==> src/rtl/keys_pkg.sv <==
// keys_pkg: shared constants for the key_input_pio peripheral.
//   - Avalon word offsets of the four registers
//   - COUNT register width
//   - default debounce interval (10 ms at 50 MHz)
//   - popcount16: number of set bits, used to advance COUNT by the
//     number of keys pressed in one cycle
package keys_pkg;

    localparam logic [1:0] ADDR_DATA  = 2'd0;
    localparam logic [1:0] ADDR_MASK  = 2'd1;
    localparam logic [1:0] ADDR_EDGE  = 2'd2;
    localparam logic [1:0] ADDR_COUNT = 2'd3;

    localparam int COUNT_W          = 16;
    localparam int DEBOUNCE_DEFAULT = 500000;

    function automatic logic [4:0] popcount16(input logic [15:0] v);
        logic [4:0] n;
        n = '0;
        for (int i = 0; i < 16; i++) begin
            n = n + 5'(v[i]);
        end
        return n;
    endfunction

endpackage

==> src/rtl/key_debounce.sv <==
// key_debounce: one pushbutton bit.
//   clk_i     system clock
//   rst_ni    asynchronous active-low reset
//   key_n_i   raw active-low button, asynchronous to clk_i
//   stable_o  debounced key state (1 = pressed)
//   press_o   one-cycle pulse, high in the cycle before stable_o rises
//             (so the press is registered on the same edge as stable_o)
module key_debounce
    import keys_pkg::*;
#(
    parameter int DEBOUNCE_CYCLES = DEBOUNCE_DEFAULT
) (
    input  logic clk_i,
    input  logic rst_ni,
    input  logic key_n_i,
    output logic stable_o,
    output logic press_o
);

    localparam int CW = $clog2(DEBOUNCE_CYCLES);
    localparam logic [CW-1:0] CNT_LAST = CW'(DEBOUNCE_CYCLES - 1);

    logic          meta_q, sync_q;
    logic          stable_q, stable_d;
    logic [CW-1:0] cnt_q, cnt_d;

    // The counter only runs while the synchronized input disagrees with
    // the accepted state; any agreement (bounce back) restarts it at 0.
    always_comb begin
        cnt_d    = '0;
        stable_d = stable_q;
        press_o  = 1'b0;
        if (sync_q != stable_q) begin
            if (cnt_q == CNT_LAST) begin
                stable_d = sync_q;
                press_o  = sync_q;
            end else begin
                cnt_d = cnt_q + CW'(1);
            end
        end
    end

    always_ff @(posedge clk_i or negedge rst_ni) begin
        if (!rst_ni) begin
            meta_q   <= 1'b0;
            sync_q   <= 1'b0;
            stable_q <= 1'b0;
            cnt_q    <= '0;
        end else begin
            meta_q   <= ~key_n_i;
            sync_q   <= meta_q;
            stable_q <= stable_d;
            cnt_q    <= cnt_d;
        end
    end

    assign stable_o = stable_q;

endmodule

==> src/rtl/key_input_pio.sv <==
// key_input_pio: debounced pushbutton PIO on Avalon-MM.
//   clk, reset_n      system clock, asynchronous active-low reset
//   keys_n[WIDTH]     raw active-low pushbuttons
//   avs_address[2]    0 DATA (ro), 1 MASK (rw), 2 EDGE (w1c), 3 COUNT (write clears)
//   avs_read/avs_write, avs_writedata[32]
//   avs_readdata[32]  registered, valid the cycle after avs_read, held otherwise
//   irq               registered |(EDGE & MASK)
// WIDTH is 1..16, DEBOUNCE_CYCLES >= 2.
module key_input_pio
    import keys_pkg::*;
#(
    parameter int WIDTH           = 4,
    parameter int DEBOUNCE_CYCLES = DEBOUNCE_DEFAULT
) (
    input  logic             clk,
    input  logic             reset_n,
    input  logic [WIDTH-1:0] keys_n,
    input  logic [1:0]       avs_address,
    input  logic             avs_read,
    input  logic             avs_write,
    input  logic [31:0]      avs_writedata,
    output logic [31:0]      avs_readdata,
    output logic             irq
);

    logic [WIDTH-1:0]   stable, press;
    logic [WIDTH-1:0]   mask_q, mask_d;
    logic [WIDTH-1:0]   edge_q, edge_d;
    logic [COUNT_W-1:0] count_q, count_d;
    logic [31:0]        rdata_q, rdata_d;
    logic               irq_q;
    logic [15:0]        press16;

    key_debounce #(
        .DEBOUNCE_CYCLES(DEBOUNCE_CYCLES)
    ) u_deb [WIDTH-1:0] (
        .clk_i   (clk),
        .rst_ni  (reset_n),
        .key_n_i (keys_n),
        .stable_o(stable),
        .press_o (press)
    );

    // Register updates. Bus side effects are applied first, then the
    // press events on top, so a simultaneous press wins over a W1C and
    // a COUNT clear still counts this cycle's presses.
    always_comb begin
        mask_d  = mask_q;
        edge_d  = edge_q;
        count_d = count_q;
        press16 = '0;
        press16[WIDTH-1:0] = press;
        if (avs_write) begin
            case (avs_address)
                ADDR_MASK:  mask_d  = avs_writedata[WIDTH-1:0];
                ADDR_EDGE:  edge_d  = edge_q & ~avs_writedata[WIDTH-1:0];
                ADDR_COUNT: count_d = '0;
                default:    ;
            endcase
        end
        edge_d  = edge_d | press;
        count_d = count_d + COUNT_W'(popcount16(press16));
    end

    always_comb begin
        rdata_d = rdata_q;
        if (avs_read) begin
            case (avs_address)
                ADDR_DATA:  rdata_d = 32'(stable);
                ADDR_MASK:  rdata_d = 32'(mask_q);
                ADDR_EDGE:  rdata_d = 32'(edge_q);
                default:    rdata_d = 32'(count_q);
            endcase
        end
    end

    always_ff @(posedge clk or negedge reset_n) begin
        if (!reset_n) begin
            mask_q  <= '0;
            edge_q  <= '0;
            count_q <= '0;
            rdata_q <= '0;
            irq_q   <= 1'b0;
        end else begin
            mask_q  <= mask_d;
            edge_q  <= edge_d;
            count_q <= count_d;
            rdata_q <= rdata_d;
            // Registered from the current register values, so irq follows
            // an EDGE/MASK change by one edge.
            irq_q   <= |(edge_q & mask_q);
        end
    end

    assign avs_readdata = rdata_q;
    assign irq          = irq_q;

    // Write data above the implemented key bits is ignored.
    logic unused_wdata;
    assign unused_wdata = ^{1'b0, avs_writedata[31:WIDTH]};

endmodule

==> config.mk <==
export PLATFORM = sky130hd
export DESIGN_NAME = key_input_pio
export DESIGN_NICKNAME = d
export VERILOG_FILES = /design/src/rtl/keys_pkg.sv /design/src/rtl/key_debounce.sv /design/src/rtl/key_input_pio.sv
export SDC_FILE = /design/constraint.sdc
export NUM_CORES = 1
export LEC_CHECK = 0
export CAP_MARGIN = 25
export CORE_AREA = 2 2 111 113
export DETAILED_ROUTE_END_ITERATION = 7
export DIE_AREA = 0 0 113 115
export PLACE_DENSITY = 0.77
export SLEW_MARGIN = 25
export SYNTH_ARGS = -nofsm -noshare
export SYNTH_HDL_FRONTEND = slang
export SYNTH_SLANG_ARGS = --single-unit
==> constraint.sdc <==
create_clock -name clk -period 6.25 [get_ports clk]
set_input_delay 1.875 -clock clk [delete_from_list [all_inputs] [get_ports clk]]
set_output_delay 1.875 -clock clk [all_outputs]
set_load 0.01 [all_outputs]
==> impl_metrics.yaml, run 1 <==
status:
  status: "finished, violations left"
  violations: "DRC"
die:
  die_y_um: 115
  pin_count: 75
  design.core.area_um2: 11800
  num_rows: 40
  fp.dieW_um: 113
  fp.dieArea_um2: 13000
  start_util: 0.538
setup_path:
  worst_setup_path_end_kind: "register"
  crit_arrival_ns: 5.43
  r2r-end: "count_q[14]"
  ff2ff_setup_slack_ns: 2.19
  cp.required_ns: 6.55
  critPathLaunchType: "input pin"
  crit_type: "in2reg"
  reg2regPathDepth: 12
  timing.rr.start: "u_deb[2].cnt_q[0]"
  path_max_fanout: 10
sta:
  relSlewSlack: 0.390
  min_period_ns: 5.13
  hold_violations: 0
  rsz0062_at_grt: "no"
  final-setup-viol-count: 0
  fmax_mhz: 195
  fin_crit_sh: 0.820
  slew_viol_final: 0
  max_slew.worst_pin.slew_ns: 0.911
  fin_skew_ns: 0.0146
  setup_tns_ns: 0
hold_path:
  min_from: "u_deb[0].meta_q"
  hold_depth: 0
  hp-class: "reg2reg"
  hold_end: "u_deb[0].sync_q"
cts:
  cts_tree: "built"
  ctsHoldBuffers: 0
  h-tree-depth: 4
  cts_root_buf: "clkbuf_16"
  cts_buffer_depth: 2
  cts.sinks: 129
  numCtsBuffers: 17
  clk_pin_slew_ns: 0.05
  cts_resized: 0
  cts_setup_buffers: 0
  clock_latency_ns: 0.42
yosys:
  synth_edf_count: 0
  syn_inst: 634
  yosysUniqueCellTypes: 52
  synth-main-ff-cell: "dfrtp_1"
  syn_area_per_cell_um2: 10.0
  yosys_warnings: 0
  synthesis.area_um2: 6360
  synthArstFlopShare: 1.00
  synth_seq_cells: 129
  synth_seq_area_share: 0.508
power_and_ir_drop:
  ir_drop_v: 0.000224
  finalPower_mw: 1.90
  powerDensity_nw_per_um2: 261
  p_leak_nw: 3.06
placement:
  dpl.hpwl_um: 8530
  gp_congestion: 0.838
  port-buffer-count: 30
finish:
  nets: 717
  antenna_cells: 0
  syn_to_final_growth_pct: 14.8
  drive_gt1_frac: 0.0900
detailed_routing:
  routed_wl_um: 12500
  drt_first_pass_iters: 7
  drtIter0Drc: 268
  avgViaCountPerCell: 5.57
  drt-wirelength-per-cell_um: 15.2
  ant_nets: 0
  drc: 1
  routed-via-count: 4597
global_route:
  grt_overflow: 0
  track_usage: 0.210
  grt_max_degree: 56
  grt_pass1_wl_um: 21700
  antenna_found_initial: 0
  grt_pass1_vias: 4708
flow_run:
  cap_violations: 0
## power breakdown
part / switching (mW) / total, mW / leakage (nW) / internal, mW
logic: 0.0493 / 0.0793 / 1.02 / 0.0299
clock network: 0.334 / 0.958 / 0.279 / 0.623
registers: 0.0144 / 0.867 / 1.77 / 0.853
total: 0.398 / 1.90 / 3.06 / 1.51
## cell usage in the layout, fill, tap and decap left out, types with 7 or more instances in the layout
master	synthesis	layout
nor3_1	12	12
nor4_1	13	13
a21oi_1	19	19
o31ai_1	7	7
nand3_1	30	30
inv_1	33	33
or4_1	8	8
nor2_1	82	82
clkbuf_16	0	17
nand4_1	21	21
or3_1	8	8
mux2_2	8	8
xnor2_1	44	44
o21ai_0	28	28
xor2_1	21	21
nor4b_1	10	10
nand2_1	51	51
dfrtp_1	129	129
clkdlybuf4s50_1	0	29
and3_1	9	9
conb_1	1	16
## state kept, by name, indices dropped and copies added, names as in the netlist
| signal | count |
|---|---|
| u_deb.cnt_q | 76 |
| avs_readdata | 16 |
| count_q | 16 |
| edge_q | 4 |
| mask_q | 4 |
| u_deb.meta_q | 4 |
| u_deb.stable_o | 4 |
| u_deb.sync_q | 4 |
| irq | 1 |
## synthesized netlist by cell type (all sizes together), types with 13 or more instances
library cell	n	area [um^2]
nor4	13	81.3
nand2	51	191
nand4	23	165
xnor2	44	385
dfrtp	129	3230
buf	22	156
nor2	82	308
o21ai	30	150
nand3	30	150
xor2	21	184
a21oi	19	95.1
inv	33	124
## metrics by stage
step                utilization  hold WS, ns  instances  setup slack, ns  cell area [um^2]
global route              0.618        0.357        825            0.838              7300
CTS                       0.617        0.349        825             1.12              7290
detailed placement        0.569        0.336        795            0.714              6720
finish                    0.618        0.347        825             1.12              7300
floorplan                     -        0.331        649             1.41              6410
global placement          0.569        0.333        795            0.797              6720
## layout make-up
type / count / area (um^2)
fillers: 920 / 4510
inverters: 33 / 124
repair buffers: 33 / 320
well taps: 147 / 184
flip-flops and latches: 129 / 3230
clock buffers: 25 / 495
multi-input cells: 453 / 2870
clock inverters: 5 / 77.6
## per-layer routing
layer / share of wire / routed length [um] / up-vias / GRT usage
met4: 0.0089 / 112 / 0 / 0.0707
li1: - / - / 2226 / -
met3: 0.039 / 493 / 9 / 0.0654
met5: 0 / 0 / - / 0
met2: 0.51 / 6350 / 91 / 0.343
met1: 0.45 / 5590 / 2271 / 0.269
## kinds of logic after synthesis
kind of cell | count (synthesis) | synth area share
and+or+nand+nor | 283 | 0.234
DFF | 129 | 0.508
buffers and inverters | 67 | 0.0514
AOI/OAI and AO/OA | 66 | 0.0634
xor gates and xnor gates | 65 | 0.0895
muxes | 15 | 0.0338
adders and majority gates | 8 | 0.0193
other | 1 | 0.000590
## worst max path at each step
stage                     slack [ns]           start     endpoint
after floorplan                 1.41  avs_address[1]  count_q[14]
after global placement          0.80  avs_address[0]  count_q[14]
after detailed placement        0.71  avs_address[0]  count_q[14]
after CTS                       1.12  avs_address[0]  count_q[14]
after global routing            0.84  avs_address[0]  count_q[14]
final                           1.12  avs_address[0]  count_q[14]
## worst max-delay path: stages
cell             delay [ns]
clkdlybuf4s50_1        0.67
nand3_1                0.35
and2_1                 0.29
fa_1                   0.56
fa_1                   0.22
inv_1                  0.06
fa_1                   0.47
nand2b_1               0.20
nor3_1                 0.35
a31oi_1                0.15
a41o_1                 0.22
Note: power is estimated with default switching activity, not from simulation.
==> run 2: changes to the inputs <==
- clock period: 6.25 -> 5.2 ns (I/O delays scaled with it)
==> impl_metrics.yaml, run 2 (synthesis gave the netlist of run 1 again) <==
power_and_ir_drop:
  pwr-share-clk: 0.549
  power_switching_mw: 0.505
  intPower_mw: 2.02
  powerDensity_nw_per_um2: 340
  p_comb_frac: 0.039
  pwr-share-seq: 0.412
  swShare: 0.200
  p_leak_nw: 3.13
  finalPower_mw: 2.53
  ir_drop_v: 0.000229
setup_path:
  cp.required_ns: 5.50
  critPathLaunchType: "input pin"
  crit_arrival_ns: 4.75
  worst_setup_path_end_kind: "register"
  path_max_fanout: 6
  crit_type: "in2reg"
cts:
  clock_latency_ns: 0.41
  h-tree-depth: 4
  ctsHoldBuffers: 0
  clk_pin_slew_ns: 0.06
  cts_tree: "built"
  cts_buffer_depth: 2
  cts.sinks: 129
  cts_root_buf: "clkbuf_16"
  numCtsBuffers: 17
  cts_setup_buffers: 0
  cts_resized: 0
finish:
  antenna_cells: 0
  layout_commonest_cell: "dfrtp_1"
  final_cell_area_um2: 7440
  most-common-layout-cells: "129 x dfrtp_1, 82 x nor2_1, 51 x nand2_1, 44 x xnor2_1, 33 x inv_1"
  syn_to_final_growth_pct: 17.0
  largest_reg_flops: 76
  nets: 718
  top_register: "u_deb.cnt_q"
  drive_gt1_frac: 0.0984
sta:
  fmax_mhz: 225
  slew_viol_final: 0
  min_period_ns: 4.45
  setup_tns_ns: 0
  final-setup-viol-count: 0
  max_slew.worst_pin.slew_ns: 0.923
  fin_crit_sh: 0.856
  hold_violations: 0
  relSlewSlack: 0.382
  fin_skew_ns: 0.00879
  rsz0062_at_grt: "no"
status:
  violations: "DRC"
  status: "finished, violations left"
detailed_routing:
  drt_first_pass_iters: 7
  routed_wl_um: 12800
  drtIter0Drc: 339
  routed-via-count: 4662
  drt-wirelength-per-cell_um: 15.5
  ant_nets: 0
  avgViaCountPerCell: 5.63
  drc: 1
die:
  design.core.area_um2: 11800
  die_y_um: 115
  fp.dieArea_um2: 13000
  pin_count: 75
  start_util: 0.538
  fp.dieW_um: 113
  num_rows: 40
global_route:
  antenna_found_initial: 0
  track_usage: 0.208
  grt_overflow: 0
  grt_pass1_wl_um: 21900
  grt_pass1_vias: 4701
  grt_max_degree: 75
placement:
  place_area_um2: 6740
  gp_congestion: 0.839
  port-buffer-count: 30
  dpl.hpwl_um: 8290
flow_run:
  cap_violations: 0
hold_path:
  hp-class: "reg2reg"
[run 2: cell count changes in the layout (fill, tap and decap cells not counted)]
cell	before	now
bufinv_16	2	6
buf_12	0	1
clkbuf_1	4	1
clkbuf_8	4	5
clkinv_4	0	1
clkinvlp_4	1	0
[run 2: power by group through the flow]
stage               combinational [mW]  clock, mW  sequential (mW)
floorplan                       0.0574          0             1.06
global placement                0.0956          0             1.06
detailed placement              0.0989          0             1.06
CTS                              0.100       1.40             1.04
global route                     0.111       1.44             1.04
finish                          0.0985       1.39             1.04
[run 2: worst paths after layout]
kind | startpoint | end | slack [ns] | cells after the start
worst max-delay path | avs_write | count_q[14] | 0.75 | 11
worst min-delay path | u_deb[0].meta_q | u_deb[0].sync_q | 0.35 | 0
max in group asynchronous | reset_n | u_deb[0].cnt_q[6] | 3.17 | 2
worst min register to register | u_deb[0].meta_q | u_deb[0].sync_q | 0.35 | 0
min in group asynchronous | reset_n | u_deb[1].cnt_q[13] | 1.20 | 1
worst max register to register | u_deb[2].cnt_q[0] | count_q[14] | 1.00 | 12
[run 2: final cells by class]
class / instances / area, um^2
Fill cell: 910 / 4370
Multi-Input combinational cell: 453 / 2870
Timing Repair Buffer: 34 / 340
Clock inverter: 9 / 199
Sequential cell: 129 / 3230
Tap cell: 147 / 184
Inverter: 33 / 124
Clock buffer: 23 / 498
[run 2: per-stage QoR]
step | worst slack [ns] | util | cells | hold WS (ns)
finish | 0.747 | 0.630 | 828 | 0.346
global route | 0.511 | 0.630 | 828 | 0.366
CTS | 0.759 | 0.630 | 828 | 0.347
detailed placement | 0.346 | 0.571 | 796 | 0.335
global placement | 0.486 | 0.570 | 796 | 0.334
floorplan | 0.680 | - | 649 | 0.331
[run 2: per-layer routing]
| metal | vias up | share of wire | GRT usage |
|---|---|---|---|
| met2 | 98 | 0.49 | 0.343 |
| met4 | 0 | 0.020 | 0.0886 |
| met3 | 22 | 0.033 | 0.0395 |
| met5 | - | 0 | 0 |
| met1 | 2301 | 0.45 | 0.272 |
| li1 | 2241 | - | - |
[run 2: critical path: stages]
cell and delay [ns]:
clkdlybuf4s50_1 0.56, nand3_1 0.12, and2_1 0.19, fa_1 0.58, fa_1 0.24, inv_1 0.07
fa_1 0.46, nand2b_1 0.20, nor3_1 0.39, a31oi_1 0.16, a41o_1 0.22
